<file path="config.mk">
export PLATFORM = sky130hd
export DESIGN_NAME = run_light_decoder
export DESIGN_NICKNAME = d
export VERILOG_FILES = /design/src/rtl/run_light_decoder.sv
export SDC_FILE = /design/constraint.sdc
export NUM_CORES = 1
export LEC_CHECK = 0
export CORE_MARGIN = 4
export CORE_UTILIZATION = 58
export CTS_BUF_LIST = sky130_fd_sc_hd__clkbuf_16
export DETAILED_ROUTE_END_ITERATION = 10
export GPL_ROUTABILITY_DRIVEN = 0
export MAX_ROUTING_LAYER = met4
export PLACE_DENSITY = 0.91
export SLEW_MARGIN = 20
export SYNTH_ARGS = -nofsm -noshare
export SYNTH_HDL_FRONTEND = slang
export SYNTH_SLANG_ARGS = --single-unit
</file>
<file path="constraint.sdc">
create_clock -name clk -period 3.95 [get_ports clk]
set_input_delay 0.79 -clock clk [delete_from_list [all_inputs] [get_ports clk]]
set_output_delay 0.79 -clock clk [all_outputs]
set_load 0.02 [all_outputs]
</file>
<file path="src/rtl/run_light_decoder.sv">
// rtl/run_light_decoder.sv - recovers run_light sequencer mode from the observed LED pattern
module run_light_decoder #(
    parameter int LOCK_N = 4
) (
    input  logic       clk,
    input  logic       reset,
    input  logic [7:0] y,
    input  logic       y_vld,
    output logic [1:0] mode,
    output logic       locked,
    output logic       err,
    output logic [7:0] err_cnt
);

    typedef enum logic [1:0] {
        ST_IDLE,
        ST_HUNT,
        ST_TRACK,
        ST_LOCKED
    } state_t;

    localparam logic [3:0] LOCK_N_W = 4'(LOCK_N);

    state_t     state_q, state_d;
    logic [7:0] prev_q, prev_d;
    logic [1:0] cand_q, cand_d;
    logic [3:0] cnt_q, cnt_d;
    logic [1:0] mode_q, mode_d;
    logic       locked_q, locked_d;
    logic       err_q, err_d;
    logic [7:0] err_cnt_q, err_cnt_d;

    logic       prev_onehot, prev_fill;
    logic       is_hold, is_l, is_r, is_f, is_b, is_a, is_uniq;
    logic [1:0] cls;
    logic [3:0] cnt_inc;
    logic       lock_now;
    logic [1:0] lock_mode;

    // Transition classification of prev -> y
    always_comb begin
        prev_onehot = (prev_q != 8'h00) && ((prev_q & (prev_q - 8'd1)) == 8'h00);
        prev_fill   = ((prev_q & (prev_q + 8'd1)) == 8'h00) && (prev_q != 8'hFF);
        is_hold     = (y == prev_q);
        is_l        = prev_onehot && (y == {prev_q[6:0], prev_q[7]});
        is_r        = prev_onehot && (y == {prev_q[0], prev_q[7:1]});
        is_f        = prev_fill && (y == {prev_q[6:0], 1'b1});
        is_b        = (prev_q == 8'h00) && (y == 8'hFF);
        is_a        = (prev_q == 8'hFF) && (y == 8'h00);
        is_uniq     = is_l || is_r || is_f || is_b;
        if (is_l)      cls = 2'd0;
        else if (is_r) cls = 2'd1;
        else if (is_f) cls = 2'd2;
        else           cls = 2'd3;
    end

    always_comb begin
        state_d   = state_q;
        prev_d    = prev_q;
        cand_d    = cand_q;
        cnt_d     = cnt_q;
        mode_d    = mode_q;
        locked_d  = locked_q;
        err_d     = 1'b0;
        err_cnt_d = err_cnt_q;
        cnt_inc   = cnt_q + 4'd1;
        lock_now  = 1'b0;
        lock_mode = cand_q;

        if (y_vld) begin
            prev_d = y;
            case (state_q)
                ST_IDLE: state_d = ST_HUNT;
                ST_HUNT: begin
                    if (!is_hold && is_uniq) begin
                        cand_d    = cls;
                        cnt_d     = 4'd1;
                        state_d   = ST_TRACK;
                        lock_now  = (LOCK_N_W <= 4'd1);
                        lock_mode = cls;
                    end
                end
                ST_TRACK: begin
                    if (is_hold) begin
                        state_d = ST_TRACK;
                    end else if (is_uniq && cls == cand_q) begin
                        cnt_d    = cnt_inc;
                        lock_now = (cnt_inc >= LOCK_N_W);
                    end else if (is_uniq) begin
                        cand_d    = cls;
                        cnt_d     = 4'd1;
                        lock_now  = (LOCK_N_W <= 4'd1);
                        lock_mode = cls;
                    end else if (!(is_a && cand_q[1])) begin
                        state_d = ST_HUNT;
                        cnt_d   = 4'd0;
                    end
                end
                ST_LOCKED: begin
                    // A (FF->00) is legal only for fill and blink, whose cand has bit 1 set
                    if (!(is_hold || (is_uniq && cls == cand_q) || (is_a && cand_q[1]))) begin
                        err_d     = 1'b1;
                        locked_d  = 1'b0;
                        err_cnt_d = (err_cnt_q == 8'hFF) ? 8'hFF : err_cnt_q + 8'd1;
                        if (is_uniq) begin
                            state_d = ST_TRACK;
                            cand_d  = cls;
                            cnt_d   = 4'd1;
                        end else begin
                            state_d = ST_HUNT;
                            cnt_d   = 4'd0;
                        end
                    end
                end
                default: state_d = ST_IDLE;
            endcase
        end

        if (lock_now) begin
            state_d  = ST_LOCKED;
            mode_d   = lock_mode;
            locked_d = 1'b1;
        end
    end

    always_ff @(posedge clk or negedge reset) begin
        if (!reset) begin
            state_q   <= ST_IDLE;
            prev_q    <= 8'h00;
            cand_q    <= 2'd0;
            cnt_q     <= 4'd0;
            mode_q    <= 2'd0;
            locked_q  <= 1'b0;
            err_q     <= 1'b0;
            err_cnt_q <= 8'h00;
        end else begin
            state_q   <= state_d;
            prev_q    <= prev_d;
            cand_q    <= cand_d;
            cnt_q     <= cnt_d;
            mode_q    <= mode_d;
            locked_q  <= locked_d;
            err_q     <= err_d;
            err_cnt_q <= err_cnt_d;
        end
    end

    assign mode    = mode_q;
    assign locked  = locked_q;
    assign err     = err_q;
    assign err_cnt = err_cnt_q;

endmodule

</file>
After elaboration in Yosys (flattened, before gate mapping)

Cells that the tools add are included.

Word-level logic and storage cells: 109
Bits in read-only memories: 0
Bits in writable memories: 0
Latch bits: 0
Memories: 0
Output and inout bits: 12
Input port bits: 11
Flip-flop bits (word level): 28

$add $sub $neg: 4
$lt $le $gt $ge: 1
Bitwise gates (word level): 3
Mux-type cells: 41
Multipliers: 0
Shift operators: 0
Reduce and logical (&&, ||, !) cells: 30
Divide/modulo/power cells: 0
Equal/unequal tests: 22

Operators with widths:

| operator                                                           | count |
|---|---|
| 2-bit 2-to-1 mux                                                   | 17 |
| 8-bit equality test                                                | 4 |
| 8-bit zero test                                                    | 4 |
| 8-bit equality test, second input constant                         | 3 |
| 4-bit 2-to-1 mux                                                   | 6 |
| 8-bit by 1-bit adder with 8-bit output, second input constant      | 2 |
| 8-bit bitwise AND                                                  | 2 |
| 4-bit inequality test, second input constant                       | 4 |
| 1-bit 2-to-1 mux                                                   | 13 |
| 4-bit one-hot mux with 3 select lines                              | 1 |
| 6-bit AND reduction                                                | 2 |
| 1-bit logical AND                                                  | 10 |
| 3-bit AND reduction                                                | 3 |
| 8-bit 2-to-1 mux                                                   | 1 |
| 2-bit inequality test, second input constant                       | 4 |
| 8-bit inequality test, second input constant                       | 1 |
| 2-bit one-hot mux with 4 select lines                              | 1 |
| 8-bit nonzero test                                                 | 1 |
| 8-bit by 1-bit subtractor with 8-bit output, second input constant | 1 |
| 3-bit inequality test, second input constant                       | 2 |
| 2-bit one-hot mux with 3 select lines                              | 1 |
| 1-bit logical OR                                                   | 5 |
| 4-bit by 1-bit adder with 4-bit output, second input constant      | 1 |
| 2-bit equality test, second input constant                         | 2 |
| 9 further kinds                                                    | 10 |

Depth between registers and ports, before layout

Gate-level depths: netlist of the first run.

Depth after elaboration: 16
Depth in mapped cells: 10
Depth with buffers taken out: 8

Least setup slack after synthesis of the first run

OpenSTA, ideal clock, no wires.

Path kind: input to register
From: input port y[6]
To: register cnt_q[0]
Stages on the path: 9
Library setup time: 0.128 ns
Data arrival time: 2.945 ns
Buffers on the path: 1
Required time: 3.822 ns
Path slack: 0.877 ns
Cells stage by stage: clkbuf_1 xor2_1 nor4_1 nand2_1 o21ai_0 nor2_1 a22oi_1 a21boi_2 mux2_1

Cells in the longest elaborated chain, start to end: 11
Elaborated cells between the ends (all ways): 35
Classes of those cells: eq/ne (10); mux (9); reduce/logical (16)

Ends and longest elaborated chain:

| what                            | line    | text |
|---|---|---|
| start: declaration              | 7       | `input logic [7:0] y,` |
| 8-bit equality test             | 47      | `is_f = prev_fill && (y == {prev_q[6:0], 1'b1});` |
| 1-bit logical AND               | 47      |  |
| 1-bit 2-to-1 mux                | 53      | `else if (is_f) cls = 2'd2;` |
| 2-bit 2-to-1 mux                | 52      | `else if (is_r) cls = 2'd1;` |
| 2-bit 2-to-1 mux                | 51      | `if (is_l) cls = 2'd0;` |
| 2-bit equality test             | 86, 101 |  |
| 1-bit logical AND               | 86, 101 |  |
| 1-bit logical OR (2 in series)  | 101     | `if (!(is_hold \|\| (is_uniq && cls == cand_q) \|\| (is_a && cand_q[1]))) begin` |
| 2-bit inequality test (no line) | -       |  |
| 6-bit AND reduction (no line)   | -       |  |
| end signal: assignment          | 140     | `cnt_q <= cnt_d;` |
| end: declaration                | 27      | `logic [3:0] cnt_q, cnt_d;` |

Parallel ways exist; a longest one is shown, timed or not. The select of a mux whose other input is x is not followed.
A chain may end at the register's enable or synchronous reset.

Worst setup path after layout of the first run

From: input port y[6]
To: register err_cnt_q[3] (netlist: err_cnt[3])

Cells in the longest elaborated chain, start to end: 11
Elaborated cells between the ends (all ways): 24
Classes of those cells: eq/ne (6); mux (3); bitwise (1); reduce/logical (14)

Ends and longest elaborated chain:

| what                            | line | text |
|---|---|---|
| 8-bit equality test             | 47   |  |
| 1-bit logical AND               | 47   |  |
| 1-bit 2-to-1 mux                | 53   |  |
| 2-bit 2-to-1 mux                | 52   |  |
| 2-bit 2-to-1 mux                | 51   |  |
| 2-bit equality test             | 101  |  |
| 1-bit logical AND               | 101  |  |
| 1-bit logical OR                | 101  |  |
| 1-bit logical OR *              | 101  |  |
| 1-bit NOT (no line) *           | -    |  |
| 3-bit AND reduction (no line) * | -    |  |
| end signal: assignment          | 144  | `err_cnt_q <= err_cnt_d;` |
| end: declaration                | 31   | `logic [7:0] err_cnt_q, err_cnt_d;` |

Every way passes the cells marked *; elsewhere a longest branch is shown, timed or not.

==> results by group, run 1 <==
Yosys
  – Ys flop type: dfrtp_1
  – Mapped Avg Cell Area: just under 9 um2
  – Ys async rst share: 100%
  – Number of library cell types mapped by synthesis: 52
  – Syn Nets: ~260
  – Mux cell area share after synthesis: under 10%
  – Adder-cell area share of the yosys netlist: 3.45%
  – Syn Inst Count: 246
  – Yosys Warn Count: 0
  – Post-synthesis simple-gate area fraction: between 20% and 30%
  – Synth top cells by count: 28 x dfrtp_1, 16 x nand2_1, 16 x nor2_1, 16 x xor2_1, 13 x inv_1
  – Top cell type by total area after synthesis: dfrtp_1
  – Largest cells by area after synthesis: dfrtp_1 32%, xor2_1 6.4%, xnor2_1 4.8%
  – Yosys top cell area share: about a third
  – Count leader, synth: dfrtp_1
  – Compound-gate portion of the synthesized area: 16.1%
  – Synthesized cell area: 0.00217 mm2
  – Synth Register Bits: 28
  – EDFF count, synth: 0
  – XOR/XNOR share of the synthesized area: 11.3%
  – Sequential area share after synthesis: 32.2%
  – Largest family of logic cells by synthesized area: simple AND/OR/NAND/NOR gates

Clock network
  – CTS tree: built
  – Clock latency on the worst-skew pair: 0.26 ns
  – Post-CTS sizing: 0
  – Hold buffer count at cts: 0
  – Post-CTS Setup Bufs: 0
  – Clk sinks: 28
  – # H-tree levels: 1
  – Clk slew on worst S/H paths: 0.07 ns
  – CTS Buf Count: 3
  – Max Root-Sink Buffers: 2
  – CTS root buf: clkbuf_16

GRT
  – Grt total ovfl: 0
  – First-pass GRT wire length: a little under 9000 um
  – Vias in the first global route: 1805
  – Initial antenna violation count: 0
  – GRT Overall Usage: 23.0%
  – Largest net degree at the start of global routing: 29

Layout
  – NumNets Final: 273
  – Layout cells sized above 1: under 10%
  – Antenna cells: 0
  – Final Util: 70.9%
  – Synthesis-to-layout area growth: 13.0%
  – Post-route design area: 0.00246 mm2

Detailed routing
  – Post-route DRC: 0
  – Via density: roughly 6.4
  – Total wire length: 5200 um
  – Final antenna-violating net count: 0
  – DR vias: 1932
  – Initial DRC count: 190
  – Drt pass-1 iters: 5
  – Routed WL per cell: 17.3 um

Setup path
  – CP endpoint kind: flip-flop
  – Critical-path top delay cell: clkdlybuf4s50_1
  – Worst-case reg-to-reg path depth: 8
  – Req. time, crit path: about 4.1 ns
  – R2R setup slack: 0.88 ns
  – Max FO, Critical Path: 14
  – R2R Path End: err_cnt[3]
  – CP bufs+invs: 1
  – CP cell instances: clkdlybuf4s50_1 > xor2_1 > nor4_1 > nand2_1 > o32ai_4 > xnor2_1 > a21oi_2 > nand4_1 > mux2_1
  – Max incr delay on CP: 0.53 ns
  – Critical path arrival: 3.67 ns
  – Setup Crit Path Kind: input pin to flip-flop
  – Startpoint Class: input pin
  – CP top delay family: compound AO/OA/AOI/OAI gates
  – Worst reg2reg path startpoint: prev_q[2]

Timing
  – Tcrit/Tclk final: 89.4%
  – Setup TNS: 0 ns
  – Fin crit period: 3.53 ns
  – Rel. slew slack: 53.9%
  – Fmax: 283 MHz
  – Setup violators final: 0
  – Layout Skew: ~0.0045 ns
  – RSZ-0062 raised after global routing: no
  – Final Hold Viols: 0
  – Slew Limit Fails: 0
  – Least-Margin Pin Slew: 0.685 ns

Placed design
  – Port bufs: 22
  – Dpl cell area: 0.00238 mm2
  – DP Wirelength: 3600 um

Die
  – Die ar.: 0.00479 mm2
  – Io pins: 23
  – Die W: 69.2 um
  – Num rows: 21
  – Die H: between 60 and 70 um
  – Initial Util: 62.7%
  – Area of the core: between 0.003 and 0.004 mm2

Outcome
  – Status: finished, final reports clean

Worst hold path
  – Hold_sp: mode[0]
  – Hold worst-path end: mode[0]
  – Cells on Worst Hold Path: 2
  – Hold crit path type: flip-flop to flip-flop

Job
  – Max-cap check violation count: 0

Pwr
  – Power density over cell area: between 400 and 500 mW/mm2
  – P_leak: 0.959 nW
  – VDD IR max: between 400 and 500 uV
==> worst register-to-register path, stage by stage, from the launching register on <==
cell and delay (ns):
dfrtp_1 0.53, nor4_4 0.44, xnor2_1 0.11, o211a_1 0.31
o32ai_4 0.34, xnor2_1 0.18, a21oi_2 0.51, nand4_1 0.19
mux2_1 0.35
==> layout by cell type (no fill, tap or decap), types with 3 or more instances in the layout <==
master           count
xor2_1              16
nand2_1             16
clkdlybuf4s50_1     22
inv_1               13
or2_2                3
and3_1               5
nand3_1              8
mux2_1               5
nor4_1               6
xnor2_1             12
buf_4                3
ha_1                 6
o21ai_0             10
nand4_1             11
mux2_2               9
nand2b_1             5
dfrtp_1             28
clkbuf_16            3
nor2_1              16
a21oi_1             10
nor3_1               3
mux2i_1              3
a31oi_1              3
nor4b_1              4
==> kinds of logic after synthesis <==
family | Yosys count
AOI/OAI and AO/OA | 48
xor gates and xnor gates | 28
adders and majority gates | 6
buffers and inverters | 33
DFF | 28
muxes | 17
and+or+nand+nor | 86
==> how the worst max path moves through the flow <==
stage          slack, ns          to  depth (start not counted)  from
2_1_floorplan       0.88    cnt_q[0]                          9  y[6]
3_3_place_gp        0.29  err_cnt[7]                          9  y[6]
3_5_place_dp        0.22  err_cnt[7]                          9  y[6]
4_1_cts             0.44  err_cnt[3]                          9  y[6]
5_1_grt             0.19  err_cnt[7]                          9  y[6]
6_report            0.42  err_cnt[3]                          9  y[6]
==> registers in the layout (all words and copies together) (netlist names) <==
register / flops
locked: 1
mode: 2
err: 1
prev_q: 8
state_q: 2
cnt_q: 4
err_cnt: 8
cand_q: 2
==> metal layers <==
| layer | track usage (%) | vias to the layer above | part of all wire, % |
|---|---|---|---|
| li1 | - | 899 | - |
| met4 | 5.86 | 0 | 0.96 |
| met2 | 35.0 | 114 | 47 |
| met1 | 32.3 | 912 | 43 |
| met5 | - | - | 0 |
| met3 | 3.48 | 7 | 8.9 |
==> layout make-up <==
class                      count  area, um2
tap                           46       57.6
inverter                      13       48.8
timing repair buffer          25        243
multi-input combinational    185       1330
clock inverter                 1       3.75
sequential                    28        701
clock buffer                   3       75.1
fill                         271       1010
==> where the power goes <==
part | internal, mW | switching (mW) | leakage (nW)
sequential | 0.342 | 0.0911 | 0.347
clock | 0.136 | 0.0981 | 0.0385
combinational | 0.209 | 0.259 | 0.573
total | 0.687 | 0.448 | 0.959
==> stage by stage <==
step | instances | hold WS [ns] | power [mW] | setup WS (ns)
after floorplan | 246 | 0.494 | 0.747 | 0.877
after global placement | 297 | 0.479 | 0.872 | 0.294
after detailed placement | 297 | 0.521 | 0.888 | 0.222
after CTS | 301 | 0.536 | 1.13 | 0.440
after global routing | 301 | 0.570 | 1.21 | 0.185
final | 301 | 0.535 | 1.14 | 0.419
Note: power is estimated with default switching activity, not from simulation.
==> inputs of run 2 (changes only) <==
--- a/config.mk
+++ b/config.mk
@@ -5,6 +5,7 @@
 export SDC_FILE = /design/constraint.sdc
 export NUM_CORES = 1
 export LEC_CHECK = 0
+export ABC_AREA = 1
 export CORE_MARGIN = 4
 export CORE_UTILIZATION = 58
 export CTS_BUF_LIST = sky130_fd_sc_hd__clkbuf_16
==> run 2 against run 1 <==
Effect of this change:
- first-iteration DRC count is 8.9% higher
- clock skew fell by 0.0020 ns
- synthesized cell count grew 45%
- register-to-register slack better by 0.77 ns
==> results by group, run 2 <==
Yosys
  – Top cell type by total area after synthesis: dfrtp_1
  – Synthesized cell area: between 0.002 and 0.0025 mm2
  – Sequential area share after synthesis: 31.0%
  – Yosys top cell area share: 31.0%
  – Mapped Avg Cell Area: 6.33 um2
  – Ys flop type: dfrtp_1
  – Ys async rst share: 100%
  – Largest cells by area after synthesis: dfrtp_1 31%, nand2_1 22%, nand3_1 5.5%
  – Synth Register Bits: 28
  – Count leader, synth: nand2_1
  – Synth top cells by count: 133 x nand2_1, 32 x inv_1, 29 x nor2_1, 28 x dfrtp_1, 25 x nand3_1
  – Number of library cell types mapped by synthesis: 31
  – EDFF count, synth: 0
  – Syn Nets: 374
  – Yosys Warn Count: 0
  – Syn Inst Count: 357

Detailed routing
  – DR vias: 2296
  – Routed WL per cell: 12.4 um
  – Final antenna-violating net count: 0
  – Post-route DRC: 0
  – Via density: 5.44
  – Initial DRC count: 207
  – Total wire length: roughly 5200 um
  – Drt pass-1 iters: 5

Setup path
  – Max FO, Critical Path: 7
  – Worst-case reg-to-reg path depth: 15
  – Critical path arrival: approximately 3.1 ns
  – CP endpoint kind: flip-flop
  – Worst reg2reg path startpoint: prev_q[0]
  – Req. time, crit path: 4.10 ns
  – R2R setup slack: 1.65 ns
  – Startpoint Class: input pin
  – R2R Path End: mode[0]
  – Setup Crit Path Kind: input pin to flip-flop

Clock network
  – CTS Buf Count: 3
  – Post-CTS Setup Bufs: 0
  – CTS tree: built
  – Max Root-Sink Buffers: 2
  – Clk slew on worst S/H paths: 0.07 ns
  – Clock latency on the worst-skew pair: between 0.2 and 0.3 ns
  – Clk sinks: 28
  – Post-CTS sizing: 0
  – Hold buffer count at cts: 0
  – CTS root buf: clkbuf_16
  – # H-tree levels: 1

Worst hold path
  – Hold_sp: cnt_q[3]
  – Cells on Worst Hold Path: 2
  – Hold crit path type: flip-flop to flip-flop
  – Hold worst-path end: cnt_q[3]

Placed design
  – Placed Instances: ~420
  – DP Wirelength: 3840 um
  – Dpl cell area: 0.00249 mm2
  – Place WS: 0.792 ns
  – Port bufs: 22

Pwr
  – VDD IR max: 322 uV
  – Power density over cell area: ~470 mW/mm2
  – P_leak: 1.34 nW

Die
  – Io pins: 23
  – Die ar.: 0.00496 mm2
  – Die H: 70.4 um
  – Area of the core: 0.00372 mm2
  – Initial Util: 60.8%
  – Num rows: 22
  – Die W: 70.4 um

GRT
  – Initial antenna violation count: 0
  – Largest net degree at the start of global routing: 29
  – GRT Overall Usage: 23.6%
  – Vias in the first global route: 2142
  – Grt total ovfl: 0
  – First-pass GRT wire length: 9440 um

Timing
  – Layout Skew: roughly 0.0025 ns
  – Fin crit period: 2.97 ns
  – Final Hold Viols: 0
  – Least-Margin Pin Slew: 0.901 ns
  – Slew Limit Fails: 0
  – Fmax: about 340 MHz
  – Tcrit/Tclk final: approximately three quarters
  – Post-route setup slack: 0.980 ns
  – Hold Slack: 0.513 ns
  – Setup violators final: 0
  – Rel. slew slack: between 30 and 40%
  – RSZ-0062 raised after global routing: no
  – Setup TNS: 0 ns

Layout
  – Most frequent cells in the layout: 133 x nand2_1, 32 x inv_1, 29 x nor2_1, 28 x dfrtp_1, 25 x nand3_1
  – Layout cells sized above 1: under 10%
  – FILL cells: ~320
  – Non-filler cells, final: 422
  – Post-route design area: between 0.002 and 0.003 mm2
  – NumNets Final: 392
  – Antenna cells: 0
  – Synthesis-to-layout area growth: 14.8%
  – Commonest non-fill, non-tap cell in the layout: nand2_1

Job
  – Max-cap check violation count: 0

Outcome
  – Status: finished, final reports clean
-- run 2: cell count changes after synthesis, sizes merged, moves of 11 or more --
cell	delta
nand2	+119
nand3	+19
o21ai	+15
nor2	+17
inv	+33
xnor2	-11
mux2	-14
-- run 2: area by class of cell --
type / instances / area [um2] / share of cell area (%)
multi-input cells: 272 / 1320 / 51.0
clock inverters: 1 / 30.0 / 1.16
well taps: 48 / 60.1 / 2.32
repair buffers: 23 / 228 / 8.78
flip-flops and latches: 28 / 701 / 27.0
inverters: 47 / 176 / 6.80
clock buffers: 3 / 75.1 / 2.89
-- run 2: metal layers --
layer,track usage [%],part of all wire [%]
met1,31.2,46
met2,37.0,47
met3,4.03,5.9
met4,7.45,1.8
met5,-,0
-- run 2: cell families after synthesis --
kind of cell,synth area share (%)
and+or+nand+nor,42.9
buffers and inverters,10.4
AOI/OAI and AO/OA,8.47
DFF,31.0
xor gates and xnor gates,3.88
adders and majority gates,3.32
-- run 2: stage by stage --
step	total power, mW	util (%)
after floorplan	0.765	-
after global placement	0.909	67.0
after detailed placement	0.923	67.0
after CTS	1.23	69.8
after global routing	1.32	69.8
final	1.23	69.8
-- run 2: worst max path at each step --
stage	from	to	cells after the start
after CTS	y[3]	mode[0]	16
after detailed placement	y[3]	mode[0]	16
after global placement	y[3]	mode[1]	16
after floorplan	y[3]	cnt_q[0]	18
after global routing	y[3]	mode[0]	16
final	y[3]	mode[0]	16
-- run 2: critical path, cell delays in order --
cell and delay, ns:
clkdlybuf4s50_1 0.65, inv_1 0.10, nand2_1 0.08, nand2_1 0.08, nor2_1 0.14, nand2_1 0.07, nor2_1 0.08, nand2_1 0.09
nand2_1 0.12, nand2_1 0.07, nand2_1 0.10, nand2_1 0.08, nor2_1 0.19, nand2_1 0.21, a21oi_1 0.18, a2bb2oi_1 0.08
-- run 2: report_power, final --
| group | switching (mW) | internal, mW |
|---|---|---|
| logic | 0.305 | 0.196 |
| clock network | 0.0999 | 0.202 |
| registers | 0.0759 | 0.347 |
==> inputs of run 3 (changes only) <==
--- a/config.mk
+++ b/config.mk
@@ -7,12 +7,12 @@
 export LEC_CHECK = 0
 export ABC_AREA = 1
 export CORE_MARGIN = 4
-export CORE_UTILIZATION = 58
+export CORE_UTILIZATION = 52
 export CTS_BUF_LIST = sky130_fd_sc_hd__clkbuf_16
 export DETAILED_ROUTE_END_ITERATION = 10
 export GPL_ROUTABILITY_DRIVEN = 0
 export MAX_ROUTING_LAYER = met4
-export PLACE_DENSITY = 0.91
+export PLACE_DENSITY = 0.87
 export SLEW_MARGIN = 20
 export SYNTH_ARGS = -nofsm -noshare
 export SYNTH_HDL_FRONTEND = slang
==> constraint.sdc (replaced) <==
create_clock -name clk -period 2.46 [get_ports clk]
set_input_delay 0.492 -clock clk [delete_from_list [all_inputs] [get_ports clk]]
set_output_delay 0.492 -clock clk [all_outputs]
set_load 0.02 [all_outputs]
==> run 3 against run 2 <==
Effect of this change:
- power up 68%
- sequential cell count unchanged
- core utilization shrank 0.99 points
- design area is 9.2% higher
- first-iteration DRC count rose by 13%
- register-to-register slack got worse by 1.4 ns
- sequential share of layout area decreased by 2.3 points
- via count is 6.4% higher
- combinational power increased by 76%
- hold slack worse by 0.033 ns
==> results by group, run 3 (synthesis gave the netlist of run 2 again) <==
Setup path
  – Max incr delay on CP: approximately 0.49 ns
  – Cell mode on critical path: nand2_1
  – Startpoint Class: input pin
  – CP cell instances: clkdlybuf4s50_1 > inv_1 > nand2_1 > nand2_1 > nor2_1 > nand2_1 > inv_1 > nand2_1 > nand2_2 > inv_1 > nand2_1 > inv_2 > nand2_1 > o21ai_0 > inv_2 > nand4_2 > nand2_1 > nand2_1
  – Setup Crit Path Kind: input pin to flip-flop
  – Critical-path top delay cell: clkdlybuf4s50_1
  – Max FO, Critical Path: 4
  – CP endpoint kind: flip-flop
  – Req. time, crit path: 2.62 ns
  – CP top delay family: simple AND/OR/NAND/NOR gates
  – Critical path arrival: 2.49 ns
  – CP bufs+invs: 6

Timing
  – Final Hold Viols: 0
  – RSZ-0062 raised after global routing: yes
  – Hold Slack: between 0.4 and 0.5 ns
  – Slew Limit Fails: 0
  – Fmax: between 400 and 500 MHz
  – Fin crit period: 2.32 ns
  – Layout Skew: 0.00262 ns
  – Setup TNS: 0 ns
  – Least-Margin Pin Slew: 1.03 ns
  – Tcrit/Tclk final: 94.5%
  – Rel. slew slack: a little under a third
  – Setup violators final: 0

Clock network
  – CTS root buf: clkbuf_16
  – CTS tree: built
  – # H-tree levels: 1
  – Clk sinks: 28
  – Clock latency on the worst-skew pair: 0.27 ns
  – Hold buffer count at cts: 0
  – Max Root-Sink Buffers: 2
  – CTS Buf Count: 3
  – Clk slew on worst S/H paths: 0.07 ns

Pwr
  – Combinational share of power: 42.9%
  – P_leak: 1.50 nW
  – Sw frac: 39.9%
  – Sequential share of power: approximately 33%
  – VDD IR max: 429 uV
  – Final Power: 2.06 mW
  – Power density over cell area: 728 mW/mm2
  – Sw power: 823 uW
  – Clk pwr share: around a quarter
  – P_int: 1.24 mW

Detailed routing
  – Post-route DRC: 0
  – Final antenna-violating net count: 0
  – Drt pass-1 iters: 5
  – Total wire length: 5830 um
  – DR vias: 2443
  – Via density: between 5 and 6
  – Routed WL per cell: roughly 13 um
  – Initial DRC count: between 200 and 250

Die
  – Io pins: 23
  – Area of the core: 0.00412 mm2
  – Die H: 73.9 um
  – Num rows: 23
  – Die W: ~74 um
  – Initial Util: between 50% and 60%
  – Die ar.: 0.00546 mm2

Job
  – Max-cap check violation count: 0

Worst hold path
  – Hold crit path type: flip-flop to flip-flop

Layout
  – NumNets Final: 415
  – Multi-input gate area in the final layout: 0.00137 mm2
  – Final Util: between 60 and 70%
  – Synthesis-to-layout area growth: 25.3%
  – Layout cells sized above 1: 16.1%
  – Antenna cells: 0
  – FILL cells: approximately 330
  – Register Area: 701 um2
  – Commonest non-fill, non-tap cell in the layout: nand2_1
  – Most frequent cells in the layout: 127 x nand2_1, 32 x inv_1, 28 x dfrtp_1, 27 x nor2_1, 24 x nand3_1

GRT
  – Vias in the first global route: roughly 2200
  – Largest net degree at the start of global routing: 29
  – Grt total ovfl: 0
  – Initial antenna violation count: 0
  – First-pass GRT wire length: 9500 um
  – GRT Overall Usage: between 20% and 30%

Outcome
  – Status: finished, final reports clean

Placed design
  – DP Wirelength: roughly 4200 um
  – Port bufs: 22
[run 3: path summary, 6_finish.rpt]
check                           slack, ns  cells past startpoint         end  startpoint
worst max-delay path                 0.14                     18    cnt_q[3]        y[5]
worst min register to register       0.48                      2      locked      locked
worst min-delay path                 0.48                      2      locked      locked
worst max register to register       0.24                      7  err_cnt[6]  err_cnt[0]
min in group asynchronous            0.61                      2   prev_q[2]       reset
max in group asynchronous            1.57                      2   cand_q[0]       reset
[run 3: worst register-to-register path, cell delays in order (launching register included)]
cell and delay (ns):
dfrtp_1 0.40, ha_1 0.19, inv_1 0.06, nor3_1 0.24
nand2_1 0.11, nor4_1 0.79, o21ai_0 0.23, o21ai_1 0.13
[run 3: metal layers]
layer	global-route usage (%)	wire length [um]	vias to the layer above
li1	-	-	1215
met1	30.1	2630	1112
met2	34.5	2780	99
met3	2.46	298	17
met4	9.46	123	0
met5	-	0	-
[run 3: timing repair]
item / CTS / global route
setup buffers: 0 / 2
setup endpoints to repair: 0 / 17
resized for setup: 0 / 21
[run 3: cell type report]
cell class | count | share of cell area, %
Tap cell | 50 | 2.21
Timing Repair Buffer | 45 | 14.2
Timing Repair inverter | 1 | 0.177
Sequential cell | 28 | 24.7
Inverter | 47 | 6.41
Clock buffer | 3 | 2.65
Multi-Input combinational cell | 272 | 48.5
Clock inverter | 1 | 1.06
[run 3: power groups by stage]
stage                     sequential, mW  clock (mW)  combinational, mW
after floorplan                    0.705           0              0.524
after global placement             0.676           0              0.804
after detailed placement           0.686           0              0.829
after CTS                          0.677       0.500              0.834
after global routing               0.696       0.516               1.00
final                              0.683       0.494              0.885
[run 3: through the flow]
step,cell area [um2],worst slack [ns],cells
floorplan,2260,0.479,357
global placement,2640,-0.171,440
detailed placement,2640,-0.234,440
CTS,2750,0.00829,444
global route,2830,-0.0386,447
finish,2830,0.136,447
